`config.mk`:
```
export PLATFORM = sky130hd
export DESIGN_NAME = projectile_bank
export DESIGN_NICKNAME = d
export VERILOG_FILES = /design/src/rtl/projectile_bank.sv
export SDC_FILE = /design/constraint.sdc
export NUM_CORES = 1
export LEC_CHECK = 0
export BUFFER_PORTS_ARGS = -buffer_cell sky130_fd_sc_hd__clkbuf_2
export CAP_MARGIN = 10
export CORE_MARGIN = 8
export CORE_UTILIZATION = 63
export DETAILED_ROUTE_END_ITERATION = 7
export PLACE_DENSITY = 0.83
export SYNTH_ARGS = -nofsm -noshare
export SYNTH_HDL_FRONTEND = slang
export SYNTH_SLANG_ARGS = --single-unit
```
`constraint.sdc`:
```
create_clock -name clk -period 6.6 [get_ports clk]
set_input_delay 0.33 -clock clk [delete_from_list [all_inputs] [get_ports clk]]
set_output_delay 0.33 -clock clk [all_outputs]
set_load 0.01 [all_outputs]
```
`src/rtl/projectile_bank.sv`:
```
// rtl/projectile_bank.sv - multi-slot projectile physics engine with boom event queue and sprite query
// Optional feature macro: PROJ_WIND_EN (adds signed wind input applied on every gravity step).
module projectile_bank #(
    parameter int N_PROJ      = 4,
    parameter int COORD_W     = 10,
    parameter int V_MAX       = 12,
    parameter int GRAV_PERIOD = 6,
    parameter int X_MIN       = 5,
    parameter int X_MAX       = 634,
    parameter int Y_MIN       = 5,
    parameter int Y_MAX       = 474,
    parameter int SPR_W       = 12,
    parameter int SPR_H       = 17,
    parameter int CX          = 5,
    parameter int CY          = 9
) (
    input  logic                        clk,
    input  logic                        reset_n,
    input  logic                        frame_tick,
    input  logic                        launch_valid,
    output logic                        launch_ready,
    input  logic [COORD_W-1:0]          launch_x,
    input  logic [COORD_W-1:0]          launch_y,
    input  logic [COORD_W-1:0]          launch_vx,
    input  logic [COORD_W-1:0]          launch_vy,
    input  logic [N_PROJ-1:0]           hit,
`ifdef PROJ_WIND_EN
    input  logic signed [3:0]           wind,
`endif
    output logic [N_PROJ-1:0]           active,
    output logic [N_PROJ*COORD_W-1:0]   slot_x,
    output logic [N_PROJ*COORD_W-1:0]   slot_y,
    output logic                        boom_valid,
    input  logic                        boom_ready,
    output logic [COORD_W-1:0]          boom_x,
    output logic [COORD_W-1:0]          boom_y,
    output logic [2:0]                  boom_slot,
    input  logic [COORD_W-1:0]          draw_x,
    input  logic [COORD_W-1:0]          draw_y,
    output logic                        draw_bomb,
    output logic [2:0]                  draw_slot,
    output logic [17:0]                 addr_bomb
);

    localparam logic [1:0] ST_IDLE   = 2'd0;
    localparam logic [1:0] ST_FLIGHT = 2'd1;
    localparam logic [1:0] ST_BOOM   = 2'd2;

    localparam logic signed [COORD_W:0]   V_HI    = (COORD_W+1)'(V_MAX);
    localparam logic signed [COORD_W:0]   V_LO    = -V_HI;
    localparam logic signed [COORD_W:0]   ONE_W   = (COORD_W+1)'(1);
    localparam logic [7:0]                GP_LAST = 8'(GRAV_PERIOD-1);
    localparam logic [COORD_W-1:0]        X_LO    = COORD_W'(X_MIN+CX);
    localparam logic [COORD_W-1:0]        X_HI    = COORD_W'(X_MAX-SPR_W+CX);
    localparam logic [COORD_W-1:0]        Y_LO    = COORD_W'(Y_MIN+CY);
    localparam logic [COORD_W-1:0]        Y_HI    = COORD_W'(Y_MAX-SPR_H+CY);
    localparam logic signed [COORD_W+1:0] CX_S    = (COORD_W+2)'(CX);
    localparam logic signed [COORD_W+1:0] CY_S    = (COORD_W+2)'(CY);
    localparam logic signed [COORD_W+1:0] SW_S    = (COORD_W+2)'(SPR_W);
    localparam logic signed [COORD_W+1:0] SH_S    = (COORD_W+2)'(SPR_H);
    localparam logic signed [COORD_W+1:0] ZERO_S  = '0;
    localparam logic [17:0]               SPR_W18 = 18'(SPR_W);

    logic [1:0]                state [N_PROJ];
    logic [COORD_W-1:0]        px    [N_PROJ];
    logic [COORD_W-1:0]        py    [N_PROJ];
    logic signed [COORD_W-1:0] vx    [N_PROJ];
    logic signed [COORD_W-1:0] vy    [N_PROJ];
    logic [7:0]                gcnt  [N_PROJ];

    logic [N_PROJ-1:0]         oob;
    logic [N_PROJ-1:0]         in_box;
    logic signed [COORD_W+1:0] dx [N_PROJ];
    logic signed [COORD_W+1:0] dy [N_PROJ];

    logic       launch_fire;
    logic [2:0] launch_idx;
    logic       boom_any;
    logic [2:0] boom_low;
    logic [2:0] boom_sel;
    logic       boom_fire;
    logic       lock_valid;
    logic [2:0] lock_slot;

    function automatic logic signed [COORD_W-1:0] clamp_v(input logic signed [COORD_W:0] v);
        if (v > V_HI)
            return V_HI[COORD_W-1:0];
        else if (v < V_LO)
            return V_LO[COORD_W-1:0];
        else
            return v[COORD_W-1:0];
    endfunction

    // Lowest-index IDLE slot takes the launch; lowest-index BOOM slot is the candidate event.
    always_comb begin
        launch_ready = 1'b0;
        launch_idx   = 3'd0;
        boom_any     = 1'b0;
        boom_low     = 3'd0;
        for (int i = 0; i < N_PROJ; i++) begin
            if (!launch_ready && state[i] == ST_IDLE) begin
                launch_ready = 1'b1;
                launch_idx   = 3'(i);
            end
            if (!boom_any && state[i] == ST_BOOM) begin
                boom_any = 1'b1;
                boom_low = 3'(i);
            end
        end
    end

    assign launch_fire = launch_valid && launch_ready;

    // Once presented, an event is pinned so a later lower-index boom cannot swap it under backpressure.
    assign boom_sel   = lock_valid ? lock_slot : boom_low;
    assign boom_valid = boom_any;
    assign boom_fire  = boom_valid && boom_ready;

    always_comb begin
        boom_slot = 3'd0;
        boom_x    = '0;
        boom_y    = '0;
        if (boom_valid) begin
            boom_slot = boom_sel;
            for (int i = 0; i < N_PROJ; i++) begin
                if (boom_sel == 3'(i)) begin
                    boom_x = px[i];
                    boom_y = py[i];
                end
            end
        end
    end

    always_comb begin
        oob    = '0;
        active = '0;
        slot_x = '0;
        slot_y = '0;
        for (int i = 0; i < N_PROJ; i++) begin
            oob[i]    = (px[i] <= X_LO) || (px[i] >= X_HI) || (py[i] <= Y_LO) || (py[i] >= Y_HI);
            active[i] = (state[i] == ST_FLIGHT);
            slot_x[i*COORD_W +: COORD_W] = px[i];
            slot_y[i*COORD_W +: COORD_W] = py[i];
        end
    end

    // Sprite box test done in two extra bits of signed range so boxes near 0 do not wrap.
    always_comb begin
        in_box    = '0;
        draw_bomb = 1'b0;
        draw_slot = 3'd0;
        addr_bomb = 18'd0;
        for (int i = 0; i < N_PROJ; i++) begin
            dx[i] = $signed({2'b00, draw_x}) - ($signed({2'b00, px[i]}) - CX_S);
            dy[i] = $signed({2'b00, draw_y}) - ($signed({2'b00, py[i]}) - CY_S);
            in_box[i] = (state[i] == ST_FLIGHT) && (dx[i] >= ZERO_S) && (dx[i] < SW_S)
                        && (dy[i] >= ZERO_S) && (dy[i] < SH_S);
        end
        for (int i = 0; i < N_PROJ; i++) begin
            if (!draw_bomb && in_box[i]) begin
                draw_bomb = 1'b1;
                draw_slot = 3'(i);
                addr_bomb = 18'($unsigned(dy[i])) * SPR_W18 + 18'($unsigned(dx[i]));
            end
        end
    end

    always_ff @(posedge clk or negedge reset_n) begin
        if (!reset_n) begin
            lock_valid <= 1'b0;
            lock_slot  <= 3'd0;
        end else if (boom_fire) begin
            lock_valid <= 1'b0;
        end else if (boom_valid) begin
            lock_valid <= 1'b1;
            lock_slot  <= boom_sel;
        end
    end

    always_ff @(posedge clk or negedge reset_n) begin
        if (!reset_n) begin
            for (int i = 0; i < N_PROJ; i++) begin
                state[i] <= ST_IDLE;
                px[i]    <= '0;
                py[i]    <= '0;
                vx[i]    <= '0;
                vy[i]    <= '0;
                gcnt[i]  <= '0;
            end
        end else begin
            for (int i = 0; i < N_PROJ; i++) begin
                case (state[i])
                    ST_IDLE: begin
                        if (launch_fire && launch_idx == 3'(i)) begin
                            state[i] <= ST_FLIGHT;
                            px[i]    <= launch_x;
                            py[i]    <= launch_y;
                            vx[i]    <= clamp_v($signed({launch_vx[COORD_W-1], launch_vx}));
                            vy[i]    <= clamp_v($signed({launch_vy[COORD_W-1], launch_vy}));
                            gcnt[i]  <= '0;
                        end
                    end
                    ST_FLIGHT: begin
                        if (frame_tick) begin
                            if (hit[i] || oob[i]) begin
                                state[i] <= ST_BOOM;
                                vx[i]    <= '0;
                                vy[i]    <= '0;
                            end else begin
                                px[i] <= px[i] + $unsigned(vx[i]);
                                py[i] <= py[i] + $unsigned(vy[i]);
                                if (gcnt[i] == GP_LAST) begin
                                    vy[i]   <= clamp_v($signed({vy[i][COORD_W-1], vy[i]}) + ONE_W);
                                    gcnt[i] <= '0;
`ifdef PROJ_WIND_EN
                                    vx[i]   <= clamp_v($signed({vx[i][COORD_W-1], vx[i]})
                                                       + (COORD_W+1)'(wind));
`endif
                                end else begin
                                    gcnt[i] <= gcnt[i] + 8'd1;
                                end
                            end
                        end
                    end
                    ST_BOOM: begin
                        if (boom_fire && boom_sel == 3'(i))
                            state[i] <= ST_IDLE;
                    end
                    default: state[i] <= ST_IDLE;
                endcase
            end
        end
    end

endmodule

```
## Yosys cells after proc, flatten, opt, wreduce, memory -nomap -nowiden

Cells that the tools add are included.

| word-level totals | value |
|---|---|
| register bits | 204 |
| output and inout port bits | 131 |
| word-level logic and storage cells | 400 |

| operators by class | value |
|---|---|
| add/subtract/negate cells | 36 |
| multipliers | 4 |
| $lt $le $gt $ge | 44 |
| eq/ne operators | 42 |
| multiplexer cells | 159 |
| bitwise logic cells | 1 |
| reduce and logical (&&, ||, !) cells | 88 |

Operators with widths:

| operator | number |
|---|---|
| $mux W10 | 74 |
| $pmux W10 S2 | 16 |
| $mux W8 | 16 |
| $ge A12 B1 Y1 const B | 8 |
| $sub A11 B11 Y12 | 8 |
| $add A10 B10 Y10 | 8 |
| $le A10 B4 Y1 const B | 8 |
| $add A16 B12 Y17 | 4 |
| $pmux W8 S2 | 4 |
| $reduce_and A4 Y1 | 16 |
| $mul A12 B2 Y14 const B | 4 |
| $mux W18 | 3 |
| $lt A12 B5 Y1 const B | 4 |
| $lt A12 B6 Y1 const B | 4 |
| $add A10 B2 Y11 const B | 4 |
| $gt A11 B5 Y1 const B | 4 |
| $lt A11 B5 Y1 const B | 4 |
| $sub A10 B3 Y11 const B | 4 |
| $sub A10 B4 Y11 const B | 4 |
| $ge A10 B10 Y1 const B | 4 |
| $ge A10 B9 Y1 const B | 4 |
| $logic_and A1 B1 Y1 | 35 |
| $mux W2 | 17 |
| $add A8 B1 Y8 const B | 4 |
| other kinds (21) | 113 |

## Longest topological paths before layout

Gate-level depths: netlist (run 1).

| depth | value |
|---|---|
| word-level depth | 18 |
| depth in mapped cells | 26 |
| gate-level depth less buffers | 26 |

## Worst setup path after synthesis (run 1)

OpenSTA, ideal clock, no wires.

| timing | value |
|---|---|
| kind | reg-to-output |
| from | reg py (netlist bit slot_y[11]) |
| to | out addr_bomb[15] |
| arrival time | 5136 ps |
| data required time | 6270 ps |
| path slack | 1134 ps |
| stages on the path, launching flop included | 24 |
| buffers on the path | 0 |
| cell sequence | dfrtp_1 -> inv_1 -> ha_1 -> inv_1 -> o21ai_0 -> xnor2_1 -> ha_1 -> a21o_1 -> a31oi_1 -> and2_1 -> xnor2_1 -> ha_1 -> o21ai_0 -> inv_1 -> a2111oi_0 -> nor2_1 -> xor2_1 -> ha_1 -> nand3_1 -> o211ai_1 -> o21ai_0 -> or4_1 -> and2_1 -> o211ai_1 |

| between the ends | value |
|---|---|
| cells in the longest elaborated chain, start to end | 13 |
| elaborated cells on any way between the ends | 18 |
| classes of those cells | 3 x add/sub; 1 x mul; 2 x order compare; 5 x mux; 7 x reduce/logical |

RTL lines:

| element | RTL line | RTL |
|---|---|---|
| start, declared | 66 | `logic [COORD_W-1:0] py [N_PROJ];` |
| start signal, assigned by index | 197 | `py[i] <= launch_y;` |
| start signal, assigned by index | 211 | `py[i] <= py[i] + $unsigned(vy[i]);` |
| $sub A10 B4 Y11 * | 155 | `dy[i] = $signed({2'b00, draw_y}) - ($signed({2'b00, py[i]}) - CY_S);` |
| $sub A11 B11 Y12 * | 155 |  |
| parallel branches: the longest is 10 deep, another holds $add A16 B12 Y17 | - |  |
| $mux W18 * | 160 | `if (!draw_bomb && in_box[i]) begin` |
| end, declared | 42 | `output logic [17:0] addr_bomb` |

Every way passes the cells marked *.

## Worst setup path in the final report (run 1)

| timing | value |
|---|---|
| from | reg py (netlist bit slot_y[16]) |
| to | out addr_bomb[15] |

Same word-level chain as after synthesis.

==> results of run 1 <==
## tightest hold or removal path, stage by stage
cell and delay (ns):
clkbuf_2 0.13, o21ai_0 0.08, nand2_1 0.06
## registers in the layout, indices dropped and copies added (netlist names)
| signal | flops |
|---|---|
| vx | 40 |
| lock_slot | 3 |
| lock_valid | 1 |
| slot_x | 40 |
| state | 8 |
| gcnt | 32 |
| vy | 40 |
| slot_y | 40 |
## metrics by stage
step	util [%]	std cells	TNS [ns]	worst slack, ns
global route	70.0	3912	-0.0932	-0.0926
finish	70.0	3914	0	0.209
global placement	67.6	3867	0	0.600
detailed placement	67.6	3867	0	0.395
CTS	69.5	3905	-0.00398	-0.00398
floorplan	-	3236	0	1.13
## worst paths after layout
check	to	slack (ns)
min reg2reg	vx[25]	0.49
max in group asynchronous	slot_y[21]	4.72
min in group asynchronous	slot_x[6]	0.37
max reg2reg	gcnt[20]	2.10
min	state[6]	0.13
max	addr_bomb[15]	0.21
## cells by family (layout without fill, tap and decap cells)
| family | count (synthesis) | in the layout | synth area share [%] |
|---|---|---|---|
| AND/OR/NAND/NOR | 1093 | 1093 | 21.0 |
| flip-flops | 204 | 204 | 20.6 |
| other | 1 | 4 | 0.0152 |
| XOR/XNOR | 237 | 237 | 8.44 |
| multiplexers | 32 | 32 | 1.33 |
| buffers and inverters | 334 | 492 | 5.21 |
| adder cells (fa/ha/maj) | 338 | 338 | 17.8 |
| AO/OA/AOI/OAI | 996 | 996 | 25.5 |
## placed cells by master, fill, tap and decap left out, drive strengths merged, types with 11 or more instances in the layout
cell type	count
xnor2	153
clkbuf	226
o21ai	282
nand2	336
a21o	51
and3	28
o21a	39
or3	17
ha	314
dfrtp	204
a31oi	40
a211oi	37
xor2	83
o22a	21
o21bai	31
nor2	288
o211ai	39
a22o	11
nor2b	50
nand4	12
o31a	13
nor3	104
nor4	22
and2	22
a21boi	19
inv	214
or4	14
a21oi	261
or2	28
nand2b	54
o2111ai	17
mux2i	25
fa	24
nand3	87
buf	43
o31ai	25
## per-layer routing
layer / track usage (%) / share of wire [%]
met2: 55.6 / 43
met5: 0 / 0.010
met1: 44.1 / 38
met4: 27.0 / 8.7
met3: 7.00 / 10
## final cells by class
class,instances,area (sq um)
multi-input cells,2698,18500
fillers,3157,11600
flip-flops and latches,204,5110
repair buffers,241,1340
inverters,216,811
well taps,518,648
clock buffers,29,626
clock inverters,6,55.1
diodes,2,5.00
## repair_timing
item                                    CTS  global route
endpoints found under the setup margin    9            19
pin swaps                                 1             6
hold buffers                              1             0
setup buffers                             2             7
resized for setup                         3            40
hold endpoints to repair                 74             0
==> out/results.tsv, run 1 <==
stage	metric	value	unit
outcome	outcome	finished with violations	
outcome	failing checks	DRC	
global_routing	total grt overflow	0	
logic_synthesis	Synth top cells by count	nand2_1 (336), ha_1 (314), nor2_1 (288)	
logic_synthesis	synthesized instance count	3235	
floorplanning	core area	0.0387	sq mm
layout	layout cells sized above 1	11.1	%
sta	fin crit share	96.8	%
global_routing	antenna violations before repair	1	
logic_synthesis	Synth Flop Type	dfrtp_1	
sta	Final Hold Viols	0	
sta	Max-slew headroom	16.4	%
place	Final GP Congestion	1.05	
cts	H-tree depth	1	
logic_synthesis	register bit count reported by yosys	204	
setup_path	Crit path depth	21	
cts	Clk Tree Root Cell	clkbuf_16	
layout	fin nets	3788	
cts	clock-pin slew on the worst setup and hold paths	0.07	ns
cts	worst skew pair latency	0.51	ns
logic_synthesis	Synth Warn #	0	
min_path	Hold Crit Start	launch_valid	
setup_path	WP buf/inv	3	
setup_path	critical path endpoint category	output pin	
global_routing	first-pass GRT wire length	134	mm
logic_synthesis	synth unique cells	91	
global_routing	number of global-route vias before repair	24500	
sta	Max Freq	0.156	GHz
sta	Final Critical Period	6.39	ns
sta	measured slew at the worst slew-check pin	1.23	ns
setup_path	largest fanout on the critical path	8	
setup_path	critical path's top delay family	simple AND/OR/NAND/NOR gates	
cts	clock net sink count	204	
logic_synthesis	dominant cells by area after synthesis	dfrtp_1 (21%), ha_1 (16%), o21ai_0 (5.6%)	
cts	CTS Buf Count	20	
layout	Area Overhead vs Synth	9.57	%
cts	Bufs on Longest Clock Path	3	
sta	Slew Viols, Final	0	
logic_synthesis	post-synth top area share	20.6	%
drt	Starting DRT DRC Count	2808	
place	dpl cell area	0.0262	sq mm
min_path	HP Class	in2reg	
job	total of max-cap violations	0	
floorplanning	Die X	214	um
place	IO buf count	197	
drt	WL final	87.0	mm
logic_synthesis	number of flops mapped to enable cells by yosys	0	
floorplanning	starting density of the core	63.9	%
floorplanning	Die Ht	214	um
logic_synthesis	area leader, netlist	dfrtp_1	
drt	drt wl/cell	22.2	um
sta	Final setup viols	0	
setup_path	Worst path max stage delay	0.65	ns
place	HPWL Detailed	68.5	mm
logic_synthesis	syn avg cell area	7.65	sq um
setup_path	Crit Path Category	reg2out	
drt	TritonRoute pass-1 iters	8	
drt	via count	25800	
logic_synthesis	synthesized area	0.0247	sq mm
setup_path	crit path launch type	register	
setup_path	CP max-delay cell	or4b_2	
min_path	Hold Path Depth	3	
floorplanning	I/O pin cnt	200	
drt	mean number of vias per cell	6.59	
logic_synthesis	asr flop ratio synth	100	%
setup_path	R2R depth	10	
floorplanning	die area	0.0459	sq mm
sta	worst hold slack	0.128	ns
sta	RSZ-0062 raised after global routing	true	
floorplanning	Core Rows	72	
setup_path	Crit path required time	6.27	ns
layout	final instance area	0.0271	sq mm
logic_synthesis	post-synthesis sequential area ratio	20.6	%
cts	TritonCTS clock tree	done	
setup_path	Worst R2R Start	slot_x[10]	
drt	DRC	1	
setup_path	worst path cell trace	or4_4, nor2b_1, xnor2_1, ha_1, o21a_1, o211ai_1, a21o_1, a211o_4, inv_2, ha_1, nand3_1, mux2_2, a221oi_1, or4b_2, nor4_4, buf_4, o2111ai_1, or4_1, and2_1, o211ai_1, clkbuf_2	
drt	Post-DRT Antenna Nets	0	
global_routing	largest net degree at the start of global routing	77	
sta	clk_skew	0.0120	ns
logic_synthesis	most frequent cell after synthesis	nand2_1	
global_routing	total track usage	36.0	%
setup_path	CP arrival	6.06	ns
setup_path	Setup crit start	slot_y[16]	
Power of run 1 is not shown: default switching activity piles up to over one toggle a cycle in this logic, so the estimate is an artifact.
==> run 2: changes to the inputs <==
- CORE_ASPECT_RATIO: unset -> 0.6
- SETUP_SLACK_MARGIN: unset -> 0.02
==> run 2 against run 1 <==
Compared with the run above: the run now ends clean; via count increased by 1.5%; worst setup slack lost 0.066 ns; clock-buffer cell count decreased by 5; core utilization down 0.16 points; non-clock buffer count grew 7; flip-flop and latch count did not move; first-iteration DRC count increased by 35%; wire length is 7.4% higher; final area grew 0.16%; largest cell class unchanged; sequential share of layout area about the same.
==> out/results.tsv, run 2 (synthesis results as in run 1) <==
stage	metric	value	unit	change
job	total of max-cap violations	0		unchanged
setup_path	R2R depth	11		+1
setup_path	Crit path required time	6.27	ns	about the same
drt	mean number of vias per cell	6.68		+1.4%
floorplanning	I/O pin cnt	200		unchanged
layout	most common cell after layout, fill and taps aside	nand2_1		
floorplanning	die area	0.0461	sq mm	+0.45%
global_routing	total track usage	38.1	%	+2.2 points
floorplanning	Die Ht	170	um	-21%
layout	Area Overhead vs Synth	9.75	%	
sta	Max Freq	0.155	GHz	-1.0%
cts	clock net sink count	204		unchanged
global_routing	first-pass GRT wire length	139	mm	+3.5%
layout	fin nets	3794		+0.16%
drt	DRC	0		-1
layout	commonest non-fill, non-tap cells in the layout	nand2_1 (336), ha_1 (312), nor2_1 (288)		
drt	TritonRoute pass-1 iters	7		-1
cts	clock-pin slew on the worst setup and hold paths	0.07	ns	about the same
place	pre-CTS setup slack	0.299	ns	-0.0962 ns
setup_path	CP arrival	6.13	ns	+0.07 ns
place	Final GP Congestion	1.06		+0.98%
global_routing	total grt overflow	0		unchanged
drt	via count	26200		+1.5%
global_routing	antenna violations before repair	2		+1
floorplanning	Die X	272	um	+27%
cts	Clk Tree Root Cell	clkbuf_16		
cts	H-tree depth	1		unchanged
sta	setup TNS	0	ns	unchanged
setup_path	worst reg-to-reg setup slack	2.00	ns	-0.10 ns
setup_path	crit path launch type	register		
sta	Final Hold Viols	0		unchanged
setup_path	critical path endpoint category	output pin		
cts	TritonCTS clock tree	done		
global_routing	number of global-route vias before repair	23900		-2.4%
sta	Final Critical Period	6.46	ns	+0.0659 ns
layout	utilization after layout	69.8	%	-0.16 points
layout	Filler cells	3195		+1.2%
outcome	outcome	finished clean		
floorplanning	core area	0.0389	sq mm	+0.39%
sta	Max-slew headroom	16.5	%	+0.093 points
sta	Slew Viols, Final	0		unchanged
place	HPWL Detailed	73.9	mm	+7.9%
global_routing	largest net degree at the start of global routing	175		+130%
layout	diodes inserted	0		-2
sta	fin crit share	97.8	%	+1.0 points
cts	worst skew pair latency	0.53	ns	+0.02 ns
setup_path	Worst R2R Start	slot_x[20]		
sta	Setup WS post-layout	0.143	ns	-0.0659 ns
setup_path	RR Endpoint	gcnt[13]		
layout	layout cells sized above 1	11.5	%	+0.38 points
drt	WL final	93.4	mm	+7.4%
sta	measured slew at the worst slew-check pin	1.22	ns	-0.00674 ns
place	IO buf count	197		unchanged
setup_path	worst setup path end	addr_bomb[16]		
drt	Post-DRT Antenna Nets	0		unchanged
floorplanning	starting density of the core	63.6	%	-0.25 points
sta	Final setup viols	0		unchanged
drt	drt wl/cell	23.8	um	+7.2%
min_path	Hold Path Depth	3		unchanged
setup_path	Crit Path Category	reg2out		
setup_path	largest fanout on the critical path	7		-1
setup_path	Setup crit start	slot_x[21]		
floorplanning	Core Rows	56		-22%
drt	Starting DRT DRC Count	3788		+35%
cts	CTS Buf Count	19		-5.0%
sta	clk_skew	0.0239	ns	+0.0119 ns
min_path	HP Class	in2reg		
cts	Bufs on Longest Clock Path	3		unchanged
run 2: final cells by class:
cell class | instances | area (sq um) | area share [%]
clock buffer | 24 | 524 | 1.93
inverter | 216 | 815 | 3.00
tap | 522 | 653 | 2.41
timing repair buffer | 248 | 1390 | 5.13
multi-input combinational | 2698 | 18500 | 68.2
clock inverter | 6 | 134 | 0.493
sequential | 204 | 5120 | 18.8
run 2: worst min path at each step:
stage,startpoint,endpoint
floorplan,reset_n,gcnt[0]
global placement,reset_n,slot_y[38]
detailed placement,reset_n,gcnt[10]
CTS,launch_valid,state[6]
global route,launch_valid,state[6]
finish,launch_valid,state[6]
run 2: critical path, cell delays in order, from the launching register on:
cell and delay (ns):
dfrtp_1 0.57, inv_1 0.27, ha_1 0.23, inv_1 0.05
a21oi_1 0.29, nand2_1 0.16, xor2_1 0.17, ha_1 0.26
a2111oi_0 0.63, a311oi_2 0.25, o21ai_0 0.36, a21boi_0 0.25
ha_1 0.27, or3_1 0.13, o21ai_0 0.09, a21oi_1 0.26
a311oi_2 0.17, nand3b_1 0.25, or4_1 0.53, a32oi_1 0.24
clkbuf_2 0.17
run 2: stage by stage:
| stage | instance area (sq um) | hold slack (ns) | std cells |
|---|---|---|---|
| finish | 27200 | 0.156 | 3918 |
| global route | 27200 | 0.179 | 3918 |
| CTS | 26900 | 0.153 | 3901 |
| detailed placement | 26200 | 0.244 | 3866 |
| global placement | 26200 | 0.241 | 3866 |
| floorplan | 24700 | 0.0344 | 3236 |
run 2: per-layer routing:
| layer | part of all wire (%) | vias up | GRT usage [%] |
|---|---|---|---|
| met5 | 0.021 | - | 0 |
| met4 | 3.0 | 2 | 9.56 |
| met3 | 16 | 206 | 16.1 |
| met2 | 39 | 1723 | 52.6 |
| met1 | 42 | 12400 | 54.1 |
| li1 | - | 11900 | - |
run 2: what timing repair did:
action | CTS | global route
hold endpoints to repair | 30 | 0
setup endpoints to repair | 18 | 18
pin swaps | 2 | 6
hold buffers | 1 | 0
buffers inserted | 4 | 15
gates resized for setup | 6 | 49
Power of run 2 is left out for the same reason.
